## config.mk

```make
export PLATFORM = sky130hd
export DESIGN_NAME = genius_sequencer_flat
export DESIGN_NICKNAME = d
export VERILOG_FILES = /design/src/rtl/genius_sequencer_if.sv /design/src/rtl/genius_sequencer.sv /design/src/flat_wrapper.sv
export SDC_FILE = /design/constraint.sdc
export NUM_CORES = 1
export LEC_CHECK = 0
export CAP_MARGIN = 20
export CORE_MARGIN = 5
export CORE_UTILIZATION = 47
export DETAILED_ROUTE_END_ITERATION = 6
export PLACE_DENSITY = 0.61
export SYNTH_ARGS = -nofsm -noshare
export SYNTH_HDL_FRONTEND = slang
export SYNTH_SLANG_ARGS = --single-unit
```

## constraint.sdc

```tcl
create_clock -name CLK -period 4.7 [get_ports CLK]
set_input_delay 0.94 -clock CLK [delete_from_list [all_inputs] [get_ports CLK]]
set_output_delay 0.94 -clock CLK [all_outputs]
set_load 0.005 [all_outputs]
```

## src/rtl/genius_sequencer_if.sv

```systemverilog
`default_nettype none
// ============================================================================
//  Module      : genius_sequencer_if
//  Description : Command/response bundle between the genius controller FSM
//                (master) and the genius_sequencer (slave).
//                master drives : START_1, START_2, GROW, CLEAR, R, B
//                slave drives  : END_1, END_2, B_OUT, ROUND_OK, MISS,
//                                TIMEOUT, LEN, FULL
//  Revision    : 1.0  initial release
// ============================================================================
interface genius_sequencer_if #(
  parameter int MAX_LEN = 32
);
  localparam int c_LEN_W = $clog2(MAX_LEN + 1);

  logic               START_1;
  logic               START_2;
  logic               GROW;
  logic               CLEAR;
  logic               R;
  logic [2:0]         B;
  logic               END_1;
  logic               END_2;
  logic [2:0]         B_OUT;
  logic               ROUND_OK;
  logic               MISS;
  logic               TIMEOUT;
  logic [c_LEN_W-1:0] LEN;
  logic               FULL;

  modport master (
    output START_1, START_2, GROW, CLEAR, R, B,
    input  END_1, END_2, B_OUT, ROUND_OK, MISS, TIMEOUT, LEN, FULL
  );

  modport slave (
    input  START_1, START_2, GROW, CLEAR, R, B,
    output END_1, END_2, B_OUT, ROUND_OK, MISS, TIMEOUT, LEN, FULL
  );
endinterface
`default_nettype wire

```

## src/rtl/genius_sequencer.sv

```systemverilog
`default_nettype none
// ============================================================================
//  Module      : genius_sequencer
//  Description : Stores the growing Simon colour sequence, appends random
//                colours from a 16-bit Galois LFSR, plays the sequence back
//                on B_OUT (START_1 -> END_1) and checks player presses
//                against it (START_2 -> END_2 with ROUND_OK/MISS/TIMEOUT).
//  Ports       : CLK   - system clock, rising edge
//                RESET - asynchronous, active-low reset
//                bus   - genius_sequencer_if.slave command/response bundle
//  Revision    : 1.0  initial release
// ============================================================================
module genius_sequencer #(
  parameter int          MAX_LEN        = 32,
  parameter int          ON_CYCLES      = 4,
  parameter int          OFF_CYCLES     = 2,
  parameter int          TIMEOUT_CYCLES = 16,
  parameter logic [15:0] LFSR_SEED      = 16'hACE1
) (
  input  logic                     CLK,
  input  logic                     RESET,
  genius_sequencer_if.slave        bus
);

  localparam int c_LEN_W    = $clog2(MAX_LEN + 1);
  localparam int c_IDX_W    = (MAX_LEN > 1) ? $clog2(MAX_LEN) : 1;
  localparam int c_PH_MAX   = (ON_CYCLES > OFF_CYCLES) ? ON_CYCLES : OFF_CYCLES;
  localparam int c_PH_W     = (c_PH_MAX > 1) ? $clog2(c_PH_MAX) : 1;
  localparam int c_TMR_W    = $clog2(TIMEOUT_CYCLES);

  localparam logic [15:0]        c_LFSR_MASK = 16'hB400;
  localparam logic [c_PH_W-1:0]  c_ON_LAST   = c_PH_W'(ON_CYCLES - 1);
  localparam logic [c_PH_W-1:0]  c_OFF_LAST  = c_PH_W'(OFF_CYCLES - 1);
  // The timer has counted TIMEOUT_CYCLES-2 idle edges; the next idle edge
  // would bring it to TIMEOUT_CYCLES-1, which is the expiry point.
  localparam logic [c_TMR_W-1:0] c_TMR_LAST  = c_TMR_W'(TIMEOUT_CYCLES - 2);
  localparam logic [c_LEN_W-1:0] c_LEN_ONE   = c_LEN_W'(1);
  localparam logic [c_LEN_W-1:0] c_LEN_PRE   = c_LEN_W'(MAX_LEN - 1);

  typedef enum logic [2:0] {
    S_IDLE     = 3'd0,
    S_PLAY_ON  = 3'd1,
    S_PLAY_OFF = 3'd2,
    S_LISTEN   = 3'd3,
    S_DONE1    = 3'd4,
    S_DONE2    = 3'd5
  } state_t;

  // 2-bit colour index -> 3-bit display code (GREEN, RED, BLUE, YELLOW)
  function automatic logic [2:0] f_colour_code(input logic [1:0] idx);
    logic [2:0] code;
    case (idx)
      2'd0:    code = 3'd2;
      2'd1:    code = 3'd3;
      2'd2:    code = 3'd4;
      default: code = 3'd6;
    endcase
    return code;
  endfunction

  state_t               r_state;
  logic [c_LEN_W-1:0]   r_len;
  logic                 r_full;
  logic [c_IDX_W-1:0]   r_idx;
  logic [c_PH_W-1:0]    r_ph_cnt;
  logic [c_TMR_W-1:0]   r_timer;
  logic [15:0]          r_lfsr;
  logic                 r_r_prev;
  logic [2:0]           r_b_out;
  logic                 r_end_1;
  logic                 r_end_2;
  logic                 r_round_ok;
  logic                 r_miss;
  logic                 r_timeout;
  logic [1:0]           r_mem [MAX_LEN];

  logic [15:0]          w_lfsr_next;
  logic [c_IDX_W-1:0]   w_idx_inc;
  logic [c_IDX_W-1:0]   w_wr_addr;
  logic                 w_last;
  logic                 w_press;
  logic                 w_hit;
  logic                 w_grow_fire;
  logic [2:0]           w_cur_code;
  logic [2:0]           w_next_code;
  logic [2:0]           w_first_code;

  assign w_lfsr_next  = {1'b0, r_lfsr[15:1]} ^ (r_lfsr[0] ? c_LFSR_MASK : 16'h0000);
  assign w_idx_inc    = r_idx + c_IDX_W'(1);
  assign w_wr_addr    = r_len[c_IDX_W-1:0];
  assign w_last       = (c_LEN_W'(r_idx) == (r_len - c_LEN_ONE));
  assign w_press      = bus.R & ~r_r_prev;
  assign w_cur_code   = f_colour_code(r_mem[r_idx]);
  assign w_next_code  = f_colour_code(r_mem[w_idx_inc]);
  assign w_first_code = f_colour_code(r_mem[0]);
  assign w_hit        = (bus.B == w_cur_code);

  // GROW only acts when no higher-priority command is present in IDLE.
  assign w_grow_fire  = (r_state == S_IDLE) && !bus.CLEAR && !bus.START_1 &&
                        !bus.START_2 && bus.GROW && !r_full;

  // Sequence storage has no reset; LEN alone defines which entries are valid.
  always_ff @(posedge CLK) begin
    if (w_grow_fire) begin
      r_mem[w_wr_addr] <= r_lfsr[1:0];
    end
  end

  always_ff @(posedge CLK or negedge RESET) begin
    if (!RESET) begin
      r_state    <= S_IDLE;
      r_len      <= '0;
      r_full     <= 1'b0;
      r_idx      <= '0;
      r_ph_cnt   <= '0;
      r_timer    <= '0;
      r_lfsr     <= LFSR_SEED;
      r_r_prev   <= 1'b0;
      r_b_out    <= 3'd0;
      r_end_1    <= 1'b0;
      r_end_2    <= 1'b0;
      r_round_ok <= 1'b0;
      r_miss     <= 1'b0;
      r_timeout  <= 1'b0;
    end else begin
      r_lfsr   <= w_lfsr_next;
      r_r_prev <= bus.R;
      r_end_1  <= 1'b0;
      r_end_2  <= 1'b0;

      case (r_state)
        S_IDLE: begin
          if (bus.CLEAR) begin
            r_len  <= '0;
            r_full <= 1'b0;
          end else if (bus.START_1) begin
            r_idx    <= '0;
            r_ph_cnt <= '0;
            if (r_len == '0) begin
              r_state <= S_DONE1;
            end else begin
              // First colour goes out on this edge so it is visible for
              // exactly ON_CYCLES cycles.
              r_b_out <= w_first_code;
              r_state <= S_PLAY_ON;
            end
          end else if (bus.START_2) begin
            r_round_ok <= 1'b0;
            r_miss     <= 1'b0;
            r_timeout  <= 1'b0;
            r_idx      <= '0;
            r_timer    <= '0;
            if (r_len == '0) begin
              r_round_ok <= 1'b1;
              r_state    <= S_DONE2;
            end else begin
              r_state <= S_LISTEN;
            end
          end else if (bus.GROW && !r_full) begin
            r_len  <= r_len + c_LEN_ONE;
            r_full <= (r_len == c_LEN_PRE);
          end
        end

        S_PLAY_ON: begin
          if (r_ph_cnt == c_ON_LAST) begin
            r_ph_cnt <= '0;
            r_b_out  <= 3'd0;
            r_state  <= S_PLAY_OFF;
          end else begin
            r_ph_cnt <= r_ph_cnt + c_PH_W'(1);
          end
        end

        S_PLAY_OFF: begin
          if (r_ph_cnt == c_OFF_LAST) begin
            r_ph_cnt <= '0;
            if (w_last) begin
              r_state <= S_DONE1;
            end else begin
              r_idx   <= w_idx_inc;
              r_b_out <= w_next_code;
              r_state <= S_PLAY_ON;
            end
          end else begin
            r_ph_cnt <= r_ph_cnt + c_PH_W'(1);
          end
        end

        S_LISTEN: begin
          // A press on the expiry edge is evaluated first and wins.
          if (w_press) begin
            if (!w_hit) begin
              r_miss  <= 1'b1;
              r_state <= S_DONE2;
            end else if (w_last) begin
              r_round_ok <= 1'b1;
              r_state    <= S_DONE2;
            end else begin
              r_idx   <= w_idx_inc;
              r_timer <= '0;
            end
          end else if (r_timer == c_TMR_LAST) begin
            r_timeout <= 1'b1;
            r_state   <= S_DONE2;
          end else begin
            r_timer <= r_timer + c_TMR_W'(1);
          end
        end

        S_DONE1: begin
          r_end_1 <= 1'b1;
          r_state <= S_IDLE;
        end

        S_DONE2: begin
          r_end_2 <= 1'b1;
          r_state <= S_IDLE;
        end

        default: begin
          r_state <= S_IDLE;
        end
      endcase
    end
  end

  assign bus.END_1    = r_end_1;
  assign bus.END_2    = r_end_2;
  assign bus.B_OUT    = r_b_out;
  assign bus.ROUND_OK = r_round_ok;
  assign bus.MISS     = r_miss;
  assign bus.TIMEOUT  = r_timeout;
  assign bus.LEN      = r_len;
  assign bus.FULL     = r_full;

endmodule
`default_nettype wire

```

## src/flat_wrapper.sv

```systemverilog
// flat-port wrapper written by rule: the top's interface ports become plain ports
module genius_sequencer_flat 
#(
  parameter int          MAX_LEN        = 32,
  parameter int          ON_CYCLES      = 4,
  parameter int          OFF_CYCLES     = 2,
  parameter int          TIMEOUT_CYCLES = 16,
  parameter logic [15:0] LFSR_SEED      = 16'hACE1
)
  (CLK, RESET, bus_START_1, bus_START_2, bus_GROW, bus_CLEAR, bus_R, bus_B, bus_END_1, bus_END_2, bus_B_OUT, bus_ROUND_OK, bus_MISS, bus_TIMEOUT, bus_LEN, bus_FULL);
  genius_sequencer_if #(.MAX_LEN(MAX_LEN)) bus_i ();
  input  logic CLK;
  input  logic RESET;
  input wire logic [$bits(bus_i.START_1)-1:0] bus_START_1;
  input wire logic [$bits(bus_i.START_2)-1:0] bus_START_2;
  input wire logic [$bits(bus_i.GROW)-1:0] bus_GROW;
  input wire logic [$bits(bus_i.CLEAR)-1:0] bus_CLEAR;
  input wire logic [$bits(bus_i.R)-1:0] bus_R;
  input wire logic [$bits(bus_i.B)-1:0] bus_B;
  output wire logic [$bits(bus_i.END_1)-1:0] bus_END_1;
  output wire logic [$bits(bus_i.END_2)-1:0] bus_END_2;
  output wire logic [$bits(bus_i.B_OUT)-1:0] bus_B_OUT;
  output wire logic [$bits(bus_i.ROUND_OK)-1:0] bus_ROUND_OK;
  output wire logic [$bits(bus_i.MISS)-1:0] bus_MISS;
  output wire logic [$bits(bus_i.TIMEOUT)-1:0] bus_TIMEOUT;
  output wire logic [$bits(bus_i.LEN)-1:0] bus_LEN;
  output wire logic [$bits(bus_i.FULL)-1:0] bus_FULL;
  assign bus_i.START_1 = bus_START_1;
  assign bus_i.START_2 = bus_START_2;
  assign bus_i.GROW = bus_GROW;
  assign bus_i.CLEAR = bus_CLEAR;
  assign bus_i.R = bus_R;
  assign bus_i.B = bus_B;
  assign bus_END_1 = bus_i.END_1;
  assign bus_END_2 = bus_i.END_2;
  assign bus_B_OUT = bus_i.B_OUT;
  assign bus_ROUND_OK = bus_i.ROUND_OK;
  assign bus_MISS = bus_i.MISS;
  assign bus_TIMEOUT = bus_i.TIMEOUT;
  assign bus_LEN = bus_i.LEN;
  assign bus_FULL = bus_i.FULL;
  genius_sequencer #(.MAX_LEN(MAX_LEN), .ON_CYCLES(ON_CYCLES), .OFF_CYCLES(OFF_CYCLES), .TIMEOUT_CYCLES(TIMEOUT_CYCLES), .LFSR_SEED(LFSR_SEED)) u_core (.CLK(CLK), .RESET(RESET), .bus(bus_i));
endmodule
```

==> After elaboration in Yosys (flattened, before gate mapping) <==
Memory sizes are Yosys's and may differ from the RTL's.
Index checks and enable logic that the tools add are counted.
W data, S select, Z words.
{ "totals": {"ff_bits": 46, "ramBits": 64, "inputBits": 10, "output_inout_bits": 15, "word_cells": 164, "n_memories": 1} }
{ "op_classes": {"n_addsub": 5, "n_eq_ne": 39, "muxes": 74, "bitwise_logic": 3, "n_reduce_logical": 28} }
{ "memory_table": {"columns": ["name", "words", "width", "rd", "rd_clocked_by_memory_dff", "wr", "line_no", "source"], "rows": [
  ["u_core.r_mem", 32, 2, 3, 0, 1, "genius_sequencer.sv:75", "logic [1:0] r_mem [MAX_LEN];"]
]} }
{ "ops": {"columns": ["operator", "count"], "rows": [
  ["$mux W3", 18],
  ["$pmux W3 S3", 4],
  ["$mux W5", 7],
  ["$mux W4", 7],
  ["$mux W6", 4],
  ["$reduce_and A6 Y1", 4],
  ["$mux W1", 22],
  ["$reduce_and A7 Y1", 3],
  ["$mux W16", 1],
  ["$ne A2 B1 Y1 const B", 8],
  ["$ne A2 B2 Y1 const B", 8],
  ["$xor A15 B16 Y16", 1],
  ["$pmux W5 S3", 1],
  ["$pmux W3 S4", 1],
  ["$ne A3 B3 Y1 const B", 3],
  ["$eq A2 B1 Y1 const B", 4],
  ["$eq A2 B2 Y1 const B", 4],
  ["$mux W2", 4],
  ["$pmux W4 S2", 1],
  ["$add A6 B1 Y6 const B", 1],
  ["$eq A3 B2 Y1 const B", 2],
  ["$eq A3 B3 Y1 const B", 2],
  ["$eq A5 B6 Y1", 1],
  ["$eq A6 B5 Y1 const B", 1],
  ["other kinds (23)", 37]
]} }

==> Logic depth before layout (Yosys ltp) <==
{ "depth": {"ltp_word": 8, "mapped_depth": 11, "mapped_depth_nobuf": 10} }

==> Worst setup path after synthesis <==
OpenSTA, ideal clock, no wires.
{ "synth_path": {"path_type": "reg-to-reg", "start": "reg u_core.r_len[0], in the netlist u_core.bus.LEN[0]", "end": "reg u_core.r_idx[0]", "setup_ps": 125, "arrival_ps": 2497, "required_time_ps": 4575, "slack_ps": 2079, "stages_incl_launch_ff": 12, "path_buffers": 1, "period_less_slack_ps": 2621, "cell_sequence": "dfrtp_1 > clkbuf_1 > inv_1 > ha_1 > xor2_1 > nand3_1 > a2111oi_2 > o22ai_1 > nand2_1 > or3b_1 > a21oi_1 > mux2_2"} }
{ "synth_via": {"elab_chain_cells": 6, "word_cells_on_any_way": 7, "classes_between": "add/sub: 1; eq/ne: 1; mux: 5"} }
{ "synth_rtl": {"columns": ["item", "line_no", "source"], "rows": [
  ["from (decl)", "genius_sequencer.sv:62", "logic [c_LEN_W-1:0] r_len;"],
  ["from (signal assigned)", "genius_sequencer.sv:160", "r_len <= r_len + c_LEN_ONE;"],
  ["$sub A6 B1 Y6 (*)", "genius_sequencer.sv:91", "assign w_last = (c_LEN_W'(r_idx) == (r_len - c_LEN_ONE));"],
  ["$eq A5 B6 Y1 (*)", "genius_sequencer.sv:91", null],
  ["$mux W5 (*)", null, null],
  ["$mux W5 (2 in a row)", null, null],
  ["$pmux W5 S3 (*)", null, null],
  ["to (signal assigned)", "genius_sequencer.sv:181", "r_idx <= w_idx_inc;"],
  ["to (signal assigned)", "genius_sequencer.sv:200", "r_idx <= w_idx_inc;"],
  ["to (decl)", "genius_sequencer.sv:64", "logic [c_IDX_W-1:0] r_idx;"]
]} }
Mark *: on every way between the ends. The rest lies on a longest branch, timed or not. The select of a mux whose other input is x is not followed.
A chain may end at the register's enable or synchronous reset.

==> Worst setup path after layout <==
{ "layout_path": {"start": "reg u_core.r_idx[1]", "end": "reg u_core.r_idx[0]"} }
{ "layout_via": {"elab_chain_cells": 6, "word_cells_on_any_way": 14, "classes_between": "eq/ne: 5; mux: 6; reduce/logical: 2; memory: 1"} }
{ "layout_rtl": {"columns": ["item", "line_no", "source"], "rows": [
  ["$mem_v2 Z32 W2", null, null],
  ["$eq A2 B2 Y1 (tied with other cells)", "genius_sequencer.sv:52", "case (idx)"],
  ["$pmux W3 S3", "genius_sequencer.sv:52", null],
  ["$eq A3 B3 Y1", "genius_sequencer.sv:96", "assign w_hit = (bus.B == w_cur_code);"],
  ["$ne A2 B1 Y1 (no line)", null, null],
  ["$reduce_and A6 Y1 (no line)", null, null]
]} }
Parallel ways exist; a longest one is shown, timed or not. The select of a mux whose other input is x is not followed.

==> results list <==
- The worst setup path is captured at a flop.
- The H-tree generated during clock tree synthesis spans 3 levels.
* Congestion Overflow GR: 0
* Average cell area after synthesis: 12.50 um^2
- Worst hold path class: reg -> reg
- Peak ir drop on the vdd network: about 0.00030 V
- Yosys warning count: 0
- Once the clock tree was built, the resizer swapped 0 gates to a different size.
- TritonCTS created 9 clock buffers.
* Total routing resource utilization after global routing: ~18%
- CTS placed an instance of sky130_fd_sc_hd__clkbuf_16 at the clock tree root.
* Residual DRC: 0
- Measured along the x axis, the die boundary spans roughly 120 um.
- EDFF count, synth: 64
- Utilization after layout: between 50% and 60%
- Once detailed placement completed, the half-perimeter wirelength came to approximately 8.4 mm.
* Post-layout worst setup margin: 1.369 ns
- The initialized floorplan defines 39 standard-cell rows.
* Shortest clock period the worst path allows after layout: between 3 and 4 ns
- 1st-iter DRT viols: between 300 and 400
* Static leakage: 2.193 nW
- Highest clock frequency the design can meet: approximately 0.3 GHz
- Post-route insts no fill: around 600
- Total negative slack: 0 ns
- At the end of routability-driven placement, the weighted congestion stood at about 0.85.
- The final layout contains around 480 nets.
- In this run the power density over the cells is 508.4 nW/um^2.
- For this run, asynchronously set or reset flops after synthesis account for about two fifths.
- At the worst endpoint, the arrival time is around 3.6 ns.
- The core region is 11560 um^2.
* Layout overhead on the synthesized area: 11.69%
- In this run, post-CTS hold repair placed 0 buffers.
- The floorplan step set the die height to approximately 120 um.
- Measured slew at the worst slew-check pin: around 1.0 ns
* RSZ-0062 raised after global routing: no
* IO Pins: 25
- The final layout contains routed wiring with a total length of ~12 mm.
- In this run the worst setup path begins at u_core.r_idx[1].
- After synthesis, flip-flops and latches occupy between 50 and 60% of the total area.
- Vias in the first global route: between 3000 and 4000
* Worst-case headroom to the max-slew limit: about a third
- Launching point of the worst reg2reg path: u_core.r_idx[1]
- The worst setup path is of the reg -> reg kind.
- Post-CTS timing repair inserted 0 buffers for setup.
- Worst clock skew on the final layout: between 0.01 and 0.015 ns
- Netlist cell types: between 60 and 70
* Maxcap violations: 0
- Once layout is done, the placed cells without fillers occupy ~6300 um^2.
- After clock tree synthesis, the clock-pin slew on the worst setup and hold paths is ~0.070 ns.
- Number of input and output port buffers inserted: 24
* Number of max-slew violations in the final report: 0
- The cell area that synthesis handed to floorplanning was approximately 5600 um^2.
- Final Total Pwr: approximately 3.2 mW
* Cell type contributing the most total cell area after synthesis: sky130_fd_sc_hd__edfxtp_1
- Ratio of cells with drive above 1 in the final layout: between 10% and 20%
- Clock latency reported for the late side of the worst-skew pair: about 0.36 ns
* Number of instances in the placed design: just under 600
- Top cell type's share of synthesized area: approximately a third
- For this configuration, the core starts out at a cell density of about 48%.
* Final setup violation count: 0
- Total count of hold-check failures in the final report: 0
* #FFs+latches synth: 110
- Synthesis produced a netlist whose cell count is approximately 450.
- The clock net in this run drives a total of 110 sinks.
- The longest clock path from root to sink contains 2 buffers.
* Prevailing post-synth register cell: sky130_fd_sc_hd__edfxtp_1
* Final period utilization: between 70% and 80%
- Hold slack final: between 0.3 and 0.4 ns
- When the netlist entered floorplanning its net count stood at between 400 and 500.
- Reg-to-reg slack, setup: ~1.4 ns
* Cell Area, Placed: between 5000 and 6000 um^2
- The pre-antenna-repair detailed-routing pass consisted of 4 iterations.
- Diodes inserted: 0
* Global-route wire length before repair: roughly 20 mm
* Vias per std cell: about 6
* Source of the worst hold timing path: u_core.r_lfsr[12]
* Detail-routed net length per standard cell: 19.76 um
- The filler cells instantiated in the layout total about 960.
- Area used by multi-input combinational logic: around 2400 um^2
- STA classifies the critical path startpoint as a flop.
- Entering global routing, the biggest net connects 47 pins.
* Antenna violations before repair: 0
* Result of the run: finished, final reports clean
- Setup Slack @ Placement: 1.224 ns
- Max Fanout on Critical Path: 28
- TritonCTS built the clock tree.
* Vias after detailed routing: about 3600
* Required time of the critical path: about 4.9 ns
- The floorplan step defined a die boundary enclosing around 14000 um^2.
- Summing all flip-flop and latch instances after layout gives just over 3000 um^2.
* DRT antenna net count: 0
- Yosys attributes the largest share of cell area to sky130_fd_sc_hd__edfxtp_1 34%, sky130_fd_sc_hd__dfrtp_1 17%, sky130_fd_sc_hd__mux2i_1 7.0%.
synthesized netlist by cell type, drive strengths merged, types with 2 or more instances:
cell type	instances
edfxtp	64
nor2	53
mux2i	39
dfrtp	38
nand2	34
a21oi	17
a22oi	17
mux4	17
xor2	14
buf	13
clkbuf	11
o21ai	11
ha	10
nor2b	10
dfstp	8
inv	8
nand2b	8
nor3	6
a22o	5
nand3	5
a31oi	4
nand3b	4
nand4	4
o22ai	4
or3b	4
mux2	3
o21a	3
xnor2	3
a211oi	2
and2	2
nor3b	2
o31ai	2
or3	2
critical path: stages (launching register included):
cell                      delay [ns]
sky130_fd_sc_hd__dfrtp_2        0.88
sky130_fd_sc_hd__buf_4          0.32
sky130_fd_sc_hd__mux2i_1        0.26
sky130_fd_sc_hd__a22oi_1        0.12
sky130_fd_sc_hd__nand2_1        0.10
sky130_fd_sc_hd__o21ai_0        0.07
sky130_fd_sc_hd__nor2_1         0.21
sky130_fd_sc_hd__and4b_1        0.26
sky130_fd_sc_hd__nor4_4         0.45
sky130_fd_sc_hd__a21oi_1        0.22
sky130_fd_sc_hd__mux2_2         0.30
cells in the final DEF (no fill, tap or decap), types with 2 or more instances in the layout:
cell type                          n
sky130_fd_sc_hd__mux2_2            3
sky130_fd_sc_hd__o21ai_0           8
sky130_fd_sc_hd__edfxtp_1         64
sky130_fd_sc_hd__dfrtp_1          37
sky130_fd_sc_hd__nand3_1           5
sky130_fd_sc_hd__a21oi_1          17
sky130_fd_sc_hd__o22ai_1           4
sky130_fd_sc_hd__a22oi_1          17
sky130_fd_sc_hd__or3b_2            3
sky130_fd_sc_hd__xnor2_1           3
sky130_fd_sc_hd__nor2_1           52
sky130_fd_sc_hd__nand2_1          34
sky130_fd_sc_hd__nor3_2            2
sky130_fd_sc_hd__nor2b_1          10
sky130_fd_sc_hd__clkdlybuf4s50_1  23
sky130_fd_sc_hd__and2_1            2
sky130_fd_sc_hd__dfstp_2           8
sky130_fd_sc_hd__o31ai_1           2
sky130_fd_sc_hd__o21ai_1           3
sky130_fd_sc_hd__nor3_1            4
sky130_fd_sc_hd__a22o_1            5
sky130_fd_sc_hd__mux4_2           17
sky130_fd_sc_hd__a31oi_1           4
sky130_fd_sc_hd__nor3b_1           2
sky130_fd_sc_hd__buf_4             3
sky130_fd_sc_hd__inv_1             8
sky130_fd_sc_hd__nand4_1           4
sky130_fd_sc_hd__ha_1             10
sky130_fd_sc_hd__nand3b_1          4
sky130_fd_sc_hd__o21a_1            3
sky130_fd_sc_hd__or3_1             2
sky130_fd_sc_hd__mux2i_1          39
sky130_fd_sc_hd__nand2b_1          8
sky130_fd_sc_hd__inv_6             2
sky130_fd_sc_hd__a211oi_1          2
sky130_fd_sc_hd__xor2_1           13
sky130_fd_sc_hd__clkbuf_16        11
power by group:
part	switching [mW]	leakage, nW	internal, mW
registers	0.185	1.11	1.09
logic	0.552	0.917	0.539
clock network	0.373	0.162	0.438
total	1.11	2.19	2.07
kinds of logic (layout without fill, tap and decap cells):
logic type | Yosys count | count (layout) | synth area share [%]
mux | 59 | 59 | 14.41
simple gates | 143 | 143 | 13.07
fa+ha+maj | 10 | 10 | 2.235
flops | 110 | 110 | 55.06
compound gates | 77 | 77 | 9.519
buf+inv | 32 | 52 | 2.905
xor+xnor | 17 | 17 | 2.793
state kept, by name (all words and copies together) (netlist names), 2 cells and up:
signal	count
u_core.r_mem	64
u_core.r_lfsr	16
u_core.bus.LEN	6
u_core.r_idx	5
u_core.r_timer	4
u_core.bus.B_OUT	3
u_core.r_state	3
u_core.r_ph_cnt	2
per-layer routing:
layer	GRT usage, %	wire length [um]
met1	25.56	5565
met2	27.06	5699
met3	4.028	626
met4	6.879	181
met5	0	0
cell type report:
cell class,instances,share of cell area (%)
clock inverter,5,0.8603
inverter,8,0.4802
tap,143,2.861
sequential,110,49.32
timing repair buffer,28,4.442
multi-input combinational,306,37.64
clock buffer,11,4.402
worst paths after layout:
kind                                      to  cells past startpoint
max                          u_core.r_idx[0]                     10
max reg2reg                  u_core.r_idx[0]                     10
min                        u_core.r_lfsr[11]                      0
min reg2reg                u_core.r_lfsr[11]                      0
max in group asynchronous   u_core.r_lfsr[0]                      2
min in group asynchronous  u_core.r_timer[0]                      1
(Power assumes the default switching activity.)
